### src/rtl/alu_pkg.sv
// rtl/alu_pkg.sv - shared ALU flag types, flag bit positions and output-stage occupancy states
//
// Purpose : definitions shared by the ALU result stage, the flag calculator
//           and any branch-condition logic that consumes {N,Z,C,V}.
// Contents: alu_flags_t     - per-result flag bundle {n,z,c,v}
//           FLAG_N..FLAG_V  - bit positions of each flag in a 4-bit vector
//           occ_state_e     - occupancy of the two-entry output buffer
//           flags_to_vec    - packs alu_flags_t into the {N,Z,C,V} vector

package alu_pkg;

  typedef struct packed {
    logic n;
    logic z;
    logic c;
    logic v;
  } alu_flags_t;

  localparam int FLAG_N = 3;
  localparam int FLAG_Z = 2;
  localparam int FLAG_C = 1;
  localparam int FLAG_V = 0;

  // EMPTY: nothing held; ONE: main register valid; FULL: main and skid valid.
  typedef enum logic [1:0] {
    OCC_EMPTY = 2'd0,
    OCC_ONE   = 2'd1,
    OCC_FULL  = 2'd2
  } occ_state_e;

  // Places each flag at its named bit position rather than relying on
  // struct member order, so the vector layout survives struct edits.
  function automatic logic [3:0] flags_to_vec(input alu_flags_t f);
    logic [3:0] vec;
    vec         = 4'b0000;
    vec[FLAG_N] = f.n;
    vec[FLAG_Z] = f.z;
    vec[FLAG_C] = f.c;
    vec[FLAG_V] = f.v;
    return vec;
  endfunction

endpackage

### src/rtl/alu_flag_calc.sv
// rtl/alu_flag_calc.sv - combinational N/Z/C/V derivation from an ALU result
//
// Purpose : derives the condition flags of one ALU result. Purely
//           combinational so it can also feed branch-condition evaluation.
// Ports   : result   [WIDTH-1:0] in  - selected ALU result
//           carry               in  - adder carry-out
//           overflow            in  - adder signed overflow
//           flags   alu_flags_t out - {n,z,c,v}

module alu_flag_calc
  import alu_pkg::*;
#(
  parameter int WIDTH = 64
) (
  input  logic [WIDTH-1:0] result,
  input  logic             carry,
  input  logic             overflow,
  output alu_flags_t       flags
);

  always_comb begin
    flags   = '0;
    flags.n = result[WIDTH-1];
    flags.z = (result == '0);
    flags.c = carry;
    flags.v = overflow;
  end

endmodule

### src/rtl/alu_result_stage.sv
// rtl/alu_result_stage.sv - registered ALU output stage with skid buffer and architectural flags
//
// Purpose : captures the ALU result with its derived flags and hands it to the
//           consumer over valid/ready. A main register drives the outputs and a
//           skid register absorbs one extra entry so the upstream can run at
//           full rate while in_ready stays a pure register output.
// Ports   : clk, reset_n            - clock, asynchronous active-low reset
//           in_valid / in_ready     - upstream handshake (in_ready registered)
//           in_result, in_carry,
//           in_overflow, in_set_flags - ALU result and qualifiers
//           out_valid / out_ready   - downstream handshake
//           out_result, out_flags   - delivered entry and its {N,Z,C,V}
//           flags_q                 - architectural {N,Z,C,V}

module alu_result_stage
  import alu_pkg::*;
#(
  parameter int WIDTH = 64
) (
  input  logic             clk,
  input  logic             reset_n,
  input  logic             in_valid,
  output logic             in_ready,
  input  logic [WIDTH-1:0] in_result,
  input  logic             in_carry,
  input  logic             in_overflow,
  input  logic             in_set_flags,
  output logic             out_valid,
  input  logic             out_ready,
  output logic [WIDTH-1:0] out_result,
  output logic [3:0]       out_flags,
  output logic [3:0]       flags_q
);

  typedef struct packed {
    logic [WIDTH-1:0] result;
    alu_flags_t       flags;
    logic             set_flags;
  } entry_t;

  occ_state_e state_q;
  entry_t     main_q;
  entry_t     skid_q;
  entry_t     new_entry;
  alu_flags_t new_flags;
  logic       out_valid_q;
  logic       in_ready_q;
  logic [3:0] flags_arch_q;
  logic       accept;
  logic       deliver;

  alu_flag_calc #(
    .WIDTH(WIDTH)
  ) u_flag_calc (
    .result  (in_result),
    .carry   (in_carry),
    .overflow(in_overflow),
    .flags   (new_flags)
  );

  always_comb begin
    new_entry           = '0;
    new_entry.result    = in_result;
    new_entry.flags     = new_flags;
    new_entry.set_flags = in_set_flags;
  end

  // in_ready_q is only low in FULL, so accept never fires there.
  assign accept  = in_valid && in_ready_q;
  assign deliver = out_valid_q && out_ready;

  always_ff @(posedge clk or negedge reset_n) begin
    if (!reset_n) begin
      state_q      <= OCC_EMPTY;
      main_q       <= '0;
      skid_q       <= '0;
      out_valid_q  <= 1'b0;
      in_ready_q   <= 1'b1;
      flags_arch_q <= 4'b0000;
    end else begin
      // The entry in main is the one being delivered in every state.
      if (deliver && main_q.set_flags) begin
        flags_arch_q <= flags_to_vec(main_q.flags);
      end

      case (state_q)
        OCC_EMPTY: begin
          if (accept) begin
            main_q      <= new_entry;
            out_valid_q <= 1'b1;
            state_q     <= OCC_ONE;
          end
        end

        OCC_ONE: begin
          if (accept && deliver) begin
            main_q <= new_entry;
          end else if (accept) begin
            // Main is stalled; park the newcomer so main stays stable.
            skid_q     <= new_entry;
            in_ready_q <= 1'b0;
            state_q    <= OCC_FULL;
          end else if (deliver) begin
            out_valid_q <= 1'b0;
            state_q     <= OCC_EMPTY;
          end
        end

        OCC_FULL: begin
          if (deliver) begin
            main_q     <= skid_q;
            in_ready_q <= 1'b1;
            state_q    <= OCC_ONE;
          end
        end

        default: begin
          out_valid_q <= 1'b0;
          in_ready_q  <= 1'b1;
          state_q     <= OCC_EMPTY;
        end
      endcase
    end
  end

  assign in_ready   = in_ready_q;
  assign out_valid  = out_valid_q;
  assign out_result = main_q.result;
  assign out_flags  = flags_to_vec(main_q.flags);
  assign flags_q    = flags_arch_q;

endmodule

### config.mk
export PLATFORM = sky130hd
export DESIGN_NAME = alu_result_stage
export DESIGN_NICKNAME = d
export VERILOG_FILES = /design/src/rtl/alu_pkg.sv /design/src/rtl/alu_flag_calc.sv /design/src/rtl/alu_result_stage.sv
export SDC_FILE = /design/constraint.sdc
export NUM_CORES = 1
export LEC_CHECK = 0
export CAP_MARGIN = 20
export CELL_PAD_IN_SITES_DETAIL_PLACEMENT = 0
export CELL_PAD_IN_SITES_GLOBAL_PLACEMENT = 2
export CORE_MARGIN = 4
export CORE_UTILIZATION = 36
export CTS_CLUSTER_SIZE = 20
export DETAILED_ROUTE_END_ITERATION = 8
export HOLD_SLACK_MARGIN = 0.02
export PLACE_DENSITY = 0.85
export SLEW_MARGIN = 20
export SYNTH_ARGS = -nofsm -noshare
export SYNTH_HDL_FRONTEND = slang
export SYNTH_SLANG_ARGS = --single-unit
### constraint.sdc
create_clock -name clk -period 3.2 [get_ports clk]
set_input_delay 0.96 -clock clk [delete_from_list [all_inputs] [get_ports clk]]
set_output_delay 0.96 -clock clk [all_outputs]
set_load 0.02 [all_outputs]
**Word level (Yosys, flattened, before mapping)**

Index checks and enable logic that the tools add are counted.

- Logic and storage cells: 60
- ROM bits: 0
- Register bits after elaboration: 146
- Input port bits: 71
- Output and inout port bits: 74
- Memories: 0
- RAM bits: 0
- Latch bits: 0

- Multipliers: 0
- Bitwise logic cells: 3
- $lt $le $gt $ge: 0
- Muxes and demuxes: 19
- Equal/unequal tests: 10
- Shifts and indexed selects: 0
- $add $sub $neg: 0
- Divide/modulo/power cells: 0
- Reductions and logical operators: 12

Operators by type and width:

| cell | count |
|---|---|
| $mux 69 | 3 |
| $pmux 69 s3 | 1 |
| $logic_not 64->1 | 1 |
| $ne 2x2->1 const B | 7 |
| $reduce_and 4->1 | 3 |
| $mux 2 | 5 |
| $mux 1 | 7 |
| $pmux 1 s3 | 2 |
| $pmux 2 s3 | 1 |
| $reduce_and 5->1 | 1 |
| $logic_and 1x1->1 | 4 |
| $ne 3x3->1 const B | 1 |
| $not 1->1 | 3 |
| $reduce_and 3->1 | 1 |
| $reduce_bool 3->1 | 1 |
| $eq 2x1->1 const B | 1 |
| $eq 2x2->1 const B | 1 |
| $logic_not 2->1 | 1 |

**Logic depth before layout (Yosys ltp)**

Gate-level depths: netlist of run 1.

- Word-level depth: 5
- Mapped depth: 7
- Mapped depth without buffers: 4

**Cells and area by module**

A second synthesis of run 1 with hierarchy kept.

- Cell total of the unflattened synthesis: 491
- Area, all modules: 6979.2 µm²

By module, submodules not included:

| module | area each (µm²) | cells each | sequential area each (µm²) | instances |
|---|---|---|---|---|
| alu_result_stage | 6812.8 | 467 | 3654.8 | 1 |
| alu_flag_calc | 166.4 | 24 | 0.0 | 1 |

**Worst setup path before layout of run 1**

OpenSTA, ideal clock, no wires.

- Path kind: input -> register
- Start point: in in_valid
- End point: reg skid_q[59] (netlist bit)
- Required time: 3.075 ns
- Data arrival time: 2.096 ns
- Setup slack: 0.979 ns
- Library setup time: 0.125 ns
- Stages on the path: 6
- Buffers on the path: 2
- Cells stage by stage: nand2_1 nor2_1 nand2_2 buf_2 buf_2 mux2_2

- Word-level cells in the longest chain between the ends: 4

RTL lines:

| element | line | text |
|---|---|---|
| start, declared | alu_result_stage.sv:22 | `input logic in_valid,` |
| $logic_and 1x1->1 (*) | alu_result_stage.sv:69 | `assign accept = in_valid && in_ready_q;` |
| $logic_and 1x1->1 | alu_result_stage.sv:96 | `if (accept && deliver) begin` |
| $not 1->1 (no line) | - |  |
| $reduce_and 3->1 (no line) (*) | - |  |
| end signal, assigned | alu_result_stage.sv:100 | `skid_q <= new_entry;` |
| end, declared | alu_result_stage.sv:43 | `entry_t skid_q;` |

Mark *: on every way between the ends. The rest lies on a longest branch, timed or not.
A chain may end at the register's enable or synchronous reset.

**Final worst setup path of run 1**

- Start point: reg out_valid_q (netlist: out_valid)
- End point: out out_valid

RTL lines:

| element | line | text |
|---|---|---|
| start, declared | alu_result_stage.sv:46 | `logic out_valid_q;` |
| start signal, assigned | alu_result_stage.sv:77 | `out_valid_q <= 1'b0;` |
| start signal, assigned | alu_result_stage.sv:90 | `out_valid_q <= 1'b1;` |
| start signal, assigned | alu_result_stage.sv:104 | `out_valid_q <= 1'b0;` |
| end, declared | alu_result_stage.sv:28 | `output logic out_valid,` |

No word-level cell between the ends.

==> results of run 1 <==
-- state kept, by name (all words and copies together) (netlist names) --
register,cells
flags_q,4
in_ready,1
main_q,1
out_flags,3
out_result,64
out_valid,1
skid_q,68
state_q,2
-- logic make-up (layout without fill, tap and decap cells) --
| logic type | Yosys count | count (layout) | share of synthesized area [%] |
|---|---|---|---|
| flops | 144 | 144 | 54.39 |
| mux | 139 | 139 | 22.35 |
| simple gates | 105 | 105 | 7.023 |
| buf+inv | 99 | 189 | 10.04 |
| compound gates | 76 | 76 | 6.192 |
-- per-stage QoR --
stage               total power [mW]  util, %  hold WS [ns]  instance area [um2]
floorplan                      1.882        -        0.4706                 6628
global placement               2.039    43.47        0.4863                 7835
detailed placement             2.042    43.47        0.4938                 7835
CTS                            4.186    46.99        0.5081                 8471
global route                   4.286    46.99        0.5146                 8471
finish                         4.116    46.99        0.5031                 8471
-- Yosys cell counts (4+ instances only) --
library cell  number
a21oi_1           70
buf_2             28
buf_4             69
dfrtp_1          143
mux2_2            72
mux2i_1           67
nand2_1            6
nand4_1            4
nor2_1            71
nor4_1            17
-- worst min path at each step --
stage                    start    endpoint  slack (ns)  cells after the start
floorplan            skid_q[3]   skid_q[3]        0.47                      1
finish              skid_q[40]  skid_q[40]        0.50                      1
global placement    skid_q[39]  skid_q[39]        0.49                      1
global route        skid_q[29]  skid_q[29]        0.51                      1
CTS                 skid_q[63]  skid_q[63]        0.51                      1
detailed placement   skid_q[9]   skid_q[9]        0.49                      1
-- where the power goes --
| group | internal, mW | switching, mW | leakage [nW] |
|---|---|---|---|
| Combinational | 0.0956 | 0.0884 | 1.47 |
| Sequential | 1.82 | 0 | 2.01 |
| Clock | 1.31 | 0.796 | 0.298 |
-- layer usage --
layer  global-route usage, %  up-vias  share of wire [%]
met5                       0        -                  0
met4                   3.518        0                1.0
met1                   20.11     2194                 44
met3                   5.624       12                7.1
met2                   23.90      121                 48
li1                        -     2058                  -
-- cells in the final DEF, fill, tap and decap left out, types with 3 or more instances in the layout --
| cell type | count |
|---|---|
| nor4_1 | 17 |
| clkinv_4 | 4 |
| nand4_1 | 4 |
| clkbuf_16 | 17 |
| mux2i_1 | 67 |
| buf_4 | 9 |
| nand2_1 | 6 |
| buf_12 | 3 |
| nor2_1 | 71 |
| a21oi_1 | 70 |
| bufinv_16 | 4 |
| clkdlybuf4s50_1 | 143 |
| mux2_2 | 72 |
| dfrtp_1 | 143 |
| clkinvlp_4 | 4 |
-- cell type report --
cell class,instances,share of cell area [%]
Timing Repair Buffer,156,18.54
Clock inverter,15,2.482
Multi-Input combinational cell,320,27.98
Sequential cell,144,42.56
Tap cell,229,3.383
Inverter,1,0.04431
Clock buffer,17,5.022
==> impl_metrics.ini, run 1 <==
[status]
outcome = complete, no violations

[critical_path]
slowest_stage = clkdlybuf4s50_1
critPathLaunchType = flip-flop
r2r_start = state_q[1]
rrSetupSlack_ns = 1.25
critPathTopFamily = buffers and inverters
crit_chain = clkdlybuf4s50_1
crit_buf_inv = 1
arrival_ns = 1.61
slowest_delay_ns = 0.71
reg2reg_depth = 4
crit_type = reg -> out
path_max_fanout = 8
crit_path_end_kind = output pin
required_ns = 2.24
cp.depth = 1
crit_start = out_valid
regToRegEndpoint = out_result[2]
endpoint = out_valid

[cts]
post_cts_buffers = 0
clk_latency_ns = 0.41
cts-root-buf = clkbuf_16
cts_buffers = 17
cts-htree-levels = 4
clk_pin_slew_worst_paths_ns = 0.06
cts_tree = built
cts_buffer_depth = 2
ctsHoldBuffers = 0
cts_resized = 0
cts_sinks = 144

[placement]
dp.cells = 850
gp_congestion = 0.7640
dpl_worst_slack_ns = 0.2823
dp_hpwl_um = 10310
io_buffers = 144

[route]
routed_via_density = 4.972
wirelength_um = 15050
drtIter0Drc = 182
wl_per_cell_um = 17.06
num_vias = 4385
dr.pass1.iters = 4
drc = 0
postRouteAntennaNets = 0

[timing]
hold_viol_final = 0
setup_tns_ns = 0
layout_min_cycle_time_ns = 2.572
max_freq_mhz = 388.8
drv_slew = 0
rsz0062_at_grt = no
finalSetupViolCount = 0
tightestPinTransition_ns = 0.8639
worst_slack_ns = 0.6282
relSlewSlack_pct = 42.41
period_share_pct = 80.37
skew_ns = 0.006698

[yosys]
syn_area_um2 = 6628
synth_edf_count = 0
yosys.area.top_type = dfrtp_1
ys_top_cells_by_area = dfrtp_1, mux2_2, mux2i_1
ys.warnings.count = 0
syn-num-nets = 634
synth_cell_type_count = 26
netlist.area_leader.share_pct = 53.99
syn_inst = 563
syn_area_per_cell_um2 = 11.77
yosys_most_used_dff = dfrtp_1
synth.yosys.seq_area_share_pct = 54.39
synth_seq_cells = 144
async_reset_ff_share_pct = 100.0

[floorplanning]
die_h_um = 143.7
core_um2 = 18020
die_area_um2 = 20650
io_pins = 145
rows = 49
initial_core_util_pct = 36.77
die_w_um = 143.7

[cells_and_area]
seq_area_um2 = 3605
final_nets = 711
fin_cells = 882
fillers = 1669
multi_input_area_um2 = 2370
drive_above_1_share_pct = 18.84
area_growth_pct = 27.81
antenna_cells = 0

[hold_path]
hold_path_class = reg -> reg

[global_routing]
grt-ovfl-total = 0
grt_use_total_pct = 15.18
grt_pass1_wl_um = 24300
grt_max_degree = 145
grt_pass1_vias = 4572
antenna_found_initial = 0

[power_and_ir_drop]
power.density_nw_per_um2 = 485.9
vdd_ir_drop_max_v = 0.0003270
leakage_nw = 3.773

[flow_run]
drv_cap = 0
Power figures use the tool's default switching activity.
==> run 2, diff against run 1 <==
Settings changed: CORE_UTILIZATION 36 to 30, PLACE_DENSITY 0.85 to 0.76.
Clock period 3.2 ns to 2.3 ns, I/O delays scaled along.
==> run 2 against run 1 <==
Compared with the run above:
- sequential power up 39%
- register-to-register slack got worse by 0.63 ns
- design area rose by 6.6%
- critical path type is now in -> reg
- highest routed layer unchanged
==> impl_metrics.ini, run 2 (synthesis results as in run 1) <==
[hold_path]
hold_path_class = in -> async

[route]
wl_per_cell_um = 15.98
drtIter0Drc = 154
routed_via_density = 4.574
postRouteAntennaNets = 0
dr.pass1.iters = 4
wirelength_um = 15710
num_vias = 4496
drc = 0

[critical_path]
crit_type = in -> reg
arrival_ns = 2.51
critPathLaunchType = input port
rrSetupSlack_ns = 0.62
required_ns = 2.65
path_max_fanout = 3
crit_path_end_kind = flip-flop

[flow_run]
drv_cap = 0

[timing]
max_freq_mhz = 462.7
tightestPinTransition_ns = 0.5060
hold_viol_final = 0
relSlewSlack_pct = 65.96
finalSetupViolCount = 0
period_share_pct = 93.98
drv_slew = 0
rsz0062_at_grt = no
layout_min_cycle_time_ns = 2.161
skew_ns = 0.009297

[cts]
clk_pin_slew_worst_paths_ns = 0.06
cts_buffer_depth = 2
cts-htree-levels = 4
cts_buffers = 17
clk_latency_ns = 0.41
ctsHoldBuffers = 0
post_cts_buffers = 0
cts_sinks = 144
cts_tree = built
cts-root-buf = clkbuf_16

[cells_and_area]
fin_cells = 983
area_growth_pct = 36.19
layout_common_cells = dfrtp_1, clkdlybuf4s50_1, mux2_2, nor2_1, a21oi_1
layout_commonest_cell = dfrtp_1
drive_above_1_share_pct = 24.61
largest_register_ff_count = 68
final_nets = 761
antenna_cells = 0
fin_util_pct = 41.49
fillers = 2093
largest_register = skid_q

[global_routing]
grt_max_degree = 47
grt_busiest_layer = met2
grt_use_total_pct = 13.13
antenna_found_initial = 0
use_met1_pct = 16.81
grt-ovfl-total = 0
grt_pass1_wl_um = 25450
grt_pass1_vias = 4844
use_met2_pct = 21.48
grt_use_met3_pct = 4.065

[placement]
dp.cells = 951
gp_congestion = 0.7827
dp_hpwl_um = 11160
io_buffers = 144

[power_and_ir_drop]
vdd_ir_drop_max_v = 0.0004266
leakage_nw = 4.065
power.density_nw_per_um2 = 631.3

[status]
outcome = complete, no violations

[floorplanning]
core_um2 = 21760
io_pins = 145
rows = 54
die_h_um = 156.6
die_w_um = 156.6
die_area_um2 = 24530
initial_core_util_pct = 30.46
==> run 2: cell types whose count changed in the layout (fill, tap and decap cells not counted), sizes merged <==
cell	delta
buf	+50
clkdlybuf4s50	-2
dlygate4sd2	+2
inv	+2
bufinv	-1
clkbuf	+1
clkinv	-1
clkinvlp	-1
==> run 2: final cells by class <==
type	count	area, um2	share of cell area, %
timing repair buffer	206	2081	23.05
clock inverter	14	181.4	2.010
sequential	144	3605	39.94
multi-input combinational	320	2376	26.32
tap	280	350.3	3.881
inverter	1	3.754	0.04159
clock buffer	18	429.2	4.755
==> run 2: worst max-delay path, stage by stage <==
cell and delay (ns):
clkdlybuf4s50_1 0.45, nor4_1 0.47, buf_4 0.19, nand4_1 0.10, nor4_1 0.39, mux2_2 0.22
==> run 2: path summary, 6_finish.rpt <==
check	cells past startpoint	from	end
max	6	in_result[57]	skid_q[3]
min	1	reset_n	out_result[37]
max reg2reg	5	in_ready	skid_q[50]
min reg2reg	1	skid_q[33]	skid_q[33]
max in group asynchronous	2	reset_n	out_result[12]
min in group clk	1	skid_q[33]	skid_q[33]
==> run 2: power breakdown <==
group	switching [mW]	internal, mW
combinational	0.133	0.176
sequential	0	2.53
clock	1.13	1.73
==> run 2: stage by stage <==
step | setup TNS, ns | hold WS [ns] | worst slack [ns] | power (mW) | area [um2]
3_5_place_dp | -1.703 | 0.4920 | -0.3925 | 2.894 | 8412
3_3_place_gp | -0.6209 | 0.4818 | -0.3180 | 2.891 | 8412
5_1_grt | 0 | 0.1965 | 0.01269 | 5.966 | 9026
2_1_floorplan | 0 | 0.3944 | 0.3489 | 2.618 | 6628
4_1_cts | 0 | 0.1846 | 0.03826 | 5.819 | 9020
6_report | 0 | 0.1923 | 0.1385 | 5.698 | 9026
==> run 2: timing repair <==
| item | 4_1_cts | 5_1_grt |
|---|---|---|
| pin swaps | 0 | 0 |
| setup endpoints to repair | 2 | 2 |
| gates resized for setup | 2 | 1 |
==> run 2: metal layers <==
layer	vias up	routed length [um]
met1	2228	7104
li1	2158	-
met4	0	211
met3	12	837
met5	-	0
met2	98	7554
==> run 3, diff against run 2 <==
Settings changed: CELL_PAD_IN_SITES_DETAIL_PLACEMENT 0 to unset, CELL_PAD_IN_SITES_GLOBAL_PLACEMENT 2 to unset, CORE_UTILIZATION 30 to 50, PLACE_DENSITY 0.76 to 0.78.
Clock period 2.3 ns to 2.4 ns, I/O delays scaled along.
==> run 3 against run 2 <==
Compared with the run above:
- design area decreased by 4.9%
- worst setup slack got worse by 0.069 ns
- clock power decreased by 7%
- non-clock buffer count decreased by 32
- hold slack improved by 0.056 ns
- core utilization increased by 26 points
- combinational power decreased by 15%
- clock skew decreased by 0.0039 ns
- global-route usage increased by 7.0 points
- routed wire length decreased by 6.9%
- sequential share of layout area increased by 2.1 points
- critical path type is now reg -> out
- largest power group unchanged
==> impl_metrics.ini, run 3 (synthesis results as in run 1) <==
[status]
outcome = complete, no violations

[cells_and_area]
layout_commonest_cell = dfrtp_1
antenna_cells = 0
layout_common_cells = dfrtp_1, clkdlybuf4s50_1, mux2_2, nor2_1, a21oi_1
area_growth_pct = 29.49
fin_util_pct = 67.19
post-route-cell-area_um2 = 8582
final_nets = 729
drive_above_1_share_pct = 20.86
largest_register = skid_q
largest_register_ff_count = 68

[critical_path]
rrSetupSlack_ns = 0.63
crit_buf_inv = 1
crit_chain = clkdlybuf4s50_1
critPathTopFamily = buffers and inverters
critPathLaunchType = flip-flop
slowest_stage = clkdlybuf4s50_1
reg2reg_depth = 4
regToRegEndpoint = out_result[50]
r2r_start = state_q[1]
slowest_delay_ns = 0.64
required_ns = 1.68
path_max_fanout = 4
arrival_ns = 1.61
crit_path_end_kind = output pin
crit_type = reg -> out

[cts]
cts_sinks = 144
clk_latency_ns = 0.41
clk_pin_slew_worst_paths_ns = 0.06
cts_buffers = 17
cts_resized = 0
cts-htree-levels = 4
cts-root-buf = clkbuf_16
ctsHoldBuffers = 0
post_cts_buffers = 0
cts_buffer_depth = 2
cts_tree = built

[route]
dr.pass1.iters = 4
num_vias = 4494
drc = 0
wirelength_um = 14630
drtIter0Drc = 156
postRouteAntennaNets = 0
wl_per_cell_um = 17.35
routed_via_density = 5.331

[floorplanning]
die_area_um2 = 15160
rows = 41
io_pins = 145
die_w_um = 123.1
initial_core_util_pct = 51.89
die_h_um = 123.1
core_um2 = 12770

[placement]
gp_congestion = 0.7916
io_buffers = 144
dp_hpwl_um = 10060
placed_area_um2 = 7974

[global_routing]
grt-ovfl-total = 0
grt_use_total_pct = 20.16
use_met1_pct = 24.20
use_met2_pct = 34.25
antenna_found_initial = 0
grt_use_met3_pct = 6.816
grt_pass1_vias = 4813
grt_max_degree = 52
grt_busiest_layer = met2
grt_pass1_wl_um = 23650

[timing]
drv_slew = 0
skew_ns = 0.005437
finalSetupViolCount = 0
hold_viol_final = 0
rsz0062_at_grt = no
max_freq_mhz = 429.2
relSlewSlack_pct = 61.60
layout_min_cycle_time_ns = 2.330
tightestPinTransition_ns = 0.5707
period_share_pct = 97.09

[hold_path]
hold_path_class = in -> async

[power_and_ir_drop]
power.density_nw_per_um2 = 625.4
vdd_ir_drop_max_v = 0.0004700
leakage_nw = 3.884

[flow_run]
drv_cap = 0
-- run 3: cell count changes in the layout (fill, tap and decap cells not counted), moves of 2 or more --
cell,before,now
clkinvlp_4,3,6
clkinv_4,3,1
buf_12,14,9
buf_4,48,21
inv_6,3,1
dlygate4sd2_1,2,0
-- run 3: metal layers --
| layer | vias to the layer above | wire (um) |
|---|---|---|
| met5 | - | 0 |
| met4 | 0 | 193 |
| met3 | 16 | 1045 |
| met2 | 127 | 7410 |
| met1 | 2256 | 5978 |
| li1 | 2095 | - |
-- run 3: final cells by class --
class | instances | area [um2]
well taps | 172 | 215.2
inverters | 1 | 3.754
repair buffers | 174 | 1783
clock buffers | 19 | 442.9
clock inverters | 13 | 162.7
multi-input cells | 320 | 2370
fillers | 974 | 4192
flip-flops and latches | 144 | 3605
-- run 3: worst max-delay path by stage --
| stage | start | endpoint | slack [ns] | depth (start not counted) |
|---|---|---|---|---|
| after detailed placement | in_result[32] | skid_q[3] | -0.17 | 6 |
| after CTS | out_valid | out_valid | 0.03 | 1 |
| after floorplan | in_valid | skid_q[59] | 0.42 | 6 |
| after global routing | in_ready | in_ready | 0.01 | 1 |
| final | in_ready | in_ready | 0.07 | 1 |
| after global placement | in_result[32] | skid_q[3] | -0.16 | 6 |
-- run 3: per-stage QoR --
step / instances / hold slack (ns) / setup slack [ns] / TNS, ns / power [mW]
after floorplan: 563 / 0.4244 / 0.4189 / 0 / 2.509
after detailed placement: 811 / 0.4919 / -0.1673 / -0.3339 / 2.740
after global placement: 811 / 0.4819 / -0.1611 / -0.3061 / 2.732
final: 843 / 0.2480 / 0.06986 / 0 / 5.367
after CTS: 843 / 0.2665 / 0.03214 / 0 / 5.429
after global routing: 843 / 0.2914 / 0.01063 / 0 / 5.553
-- run 3: where the power goes --
group	switching, mW	internal, mW	leakage, nW
Clock	1.01	1.66	0.278
Sequential	0	2.43	2.01
Combinational	0.121	0.143	1.60
Total	1.13	4.23	3.88
-- run 3: worst reg2reg max path, stage by stage, from the launching register on --
cell and delay (ns):
dfrtp_1 0.54, nor2b_4 0.25, buf_4 0.46, mux2i_1 0.30
a21oi_1 0.10
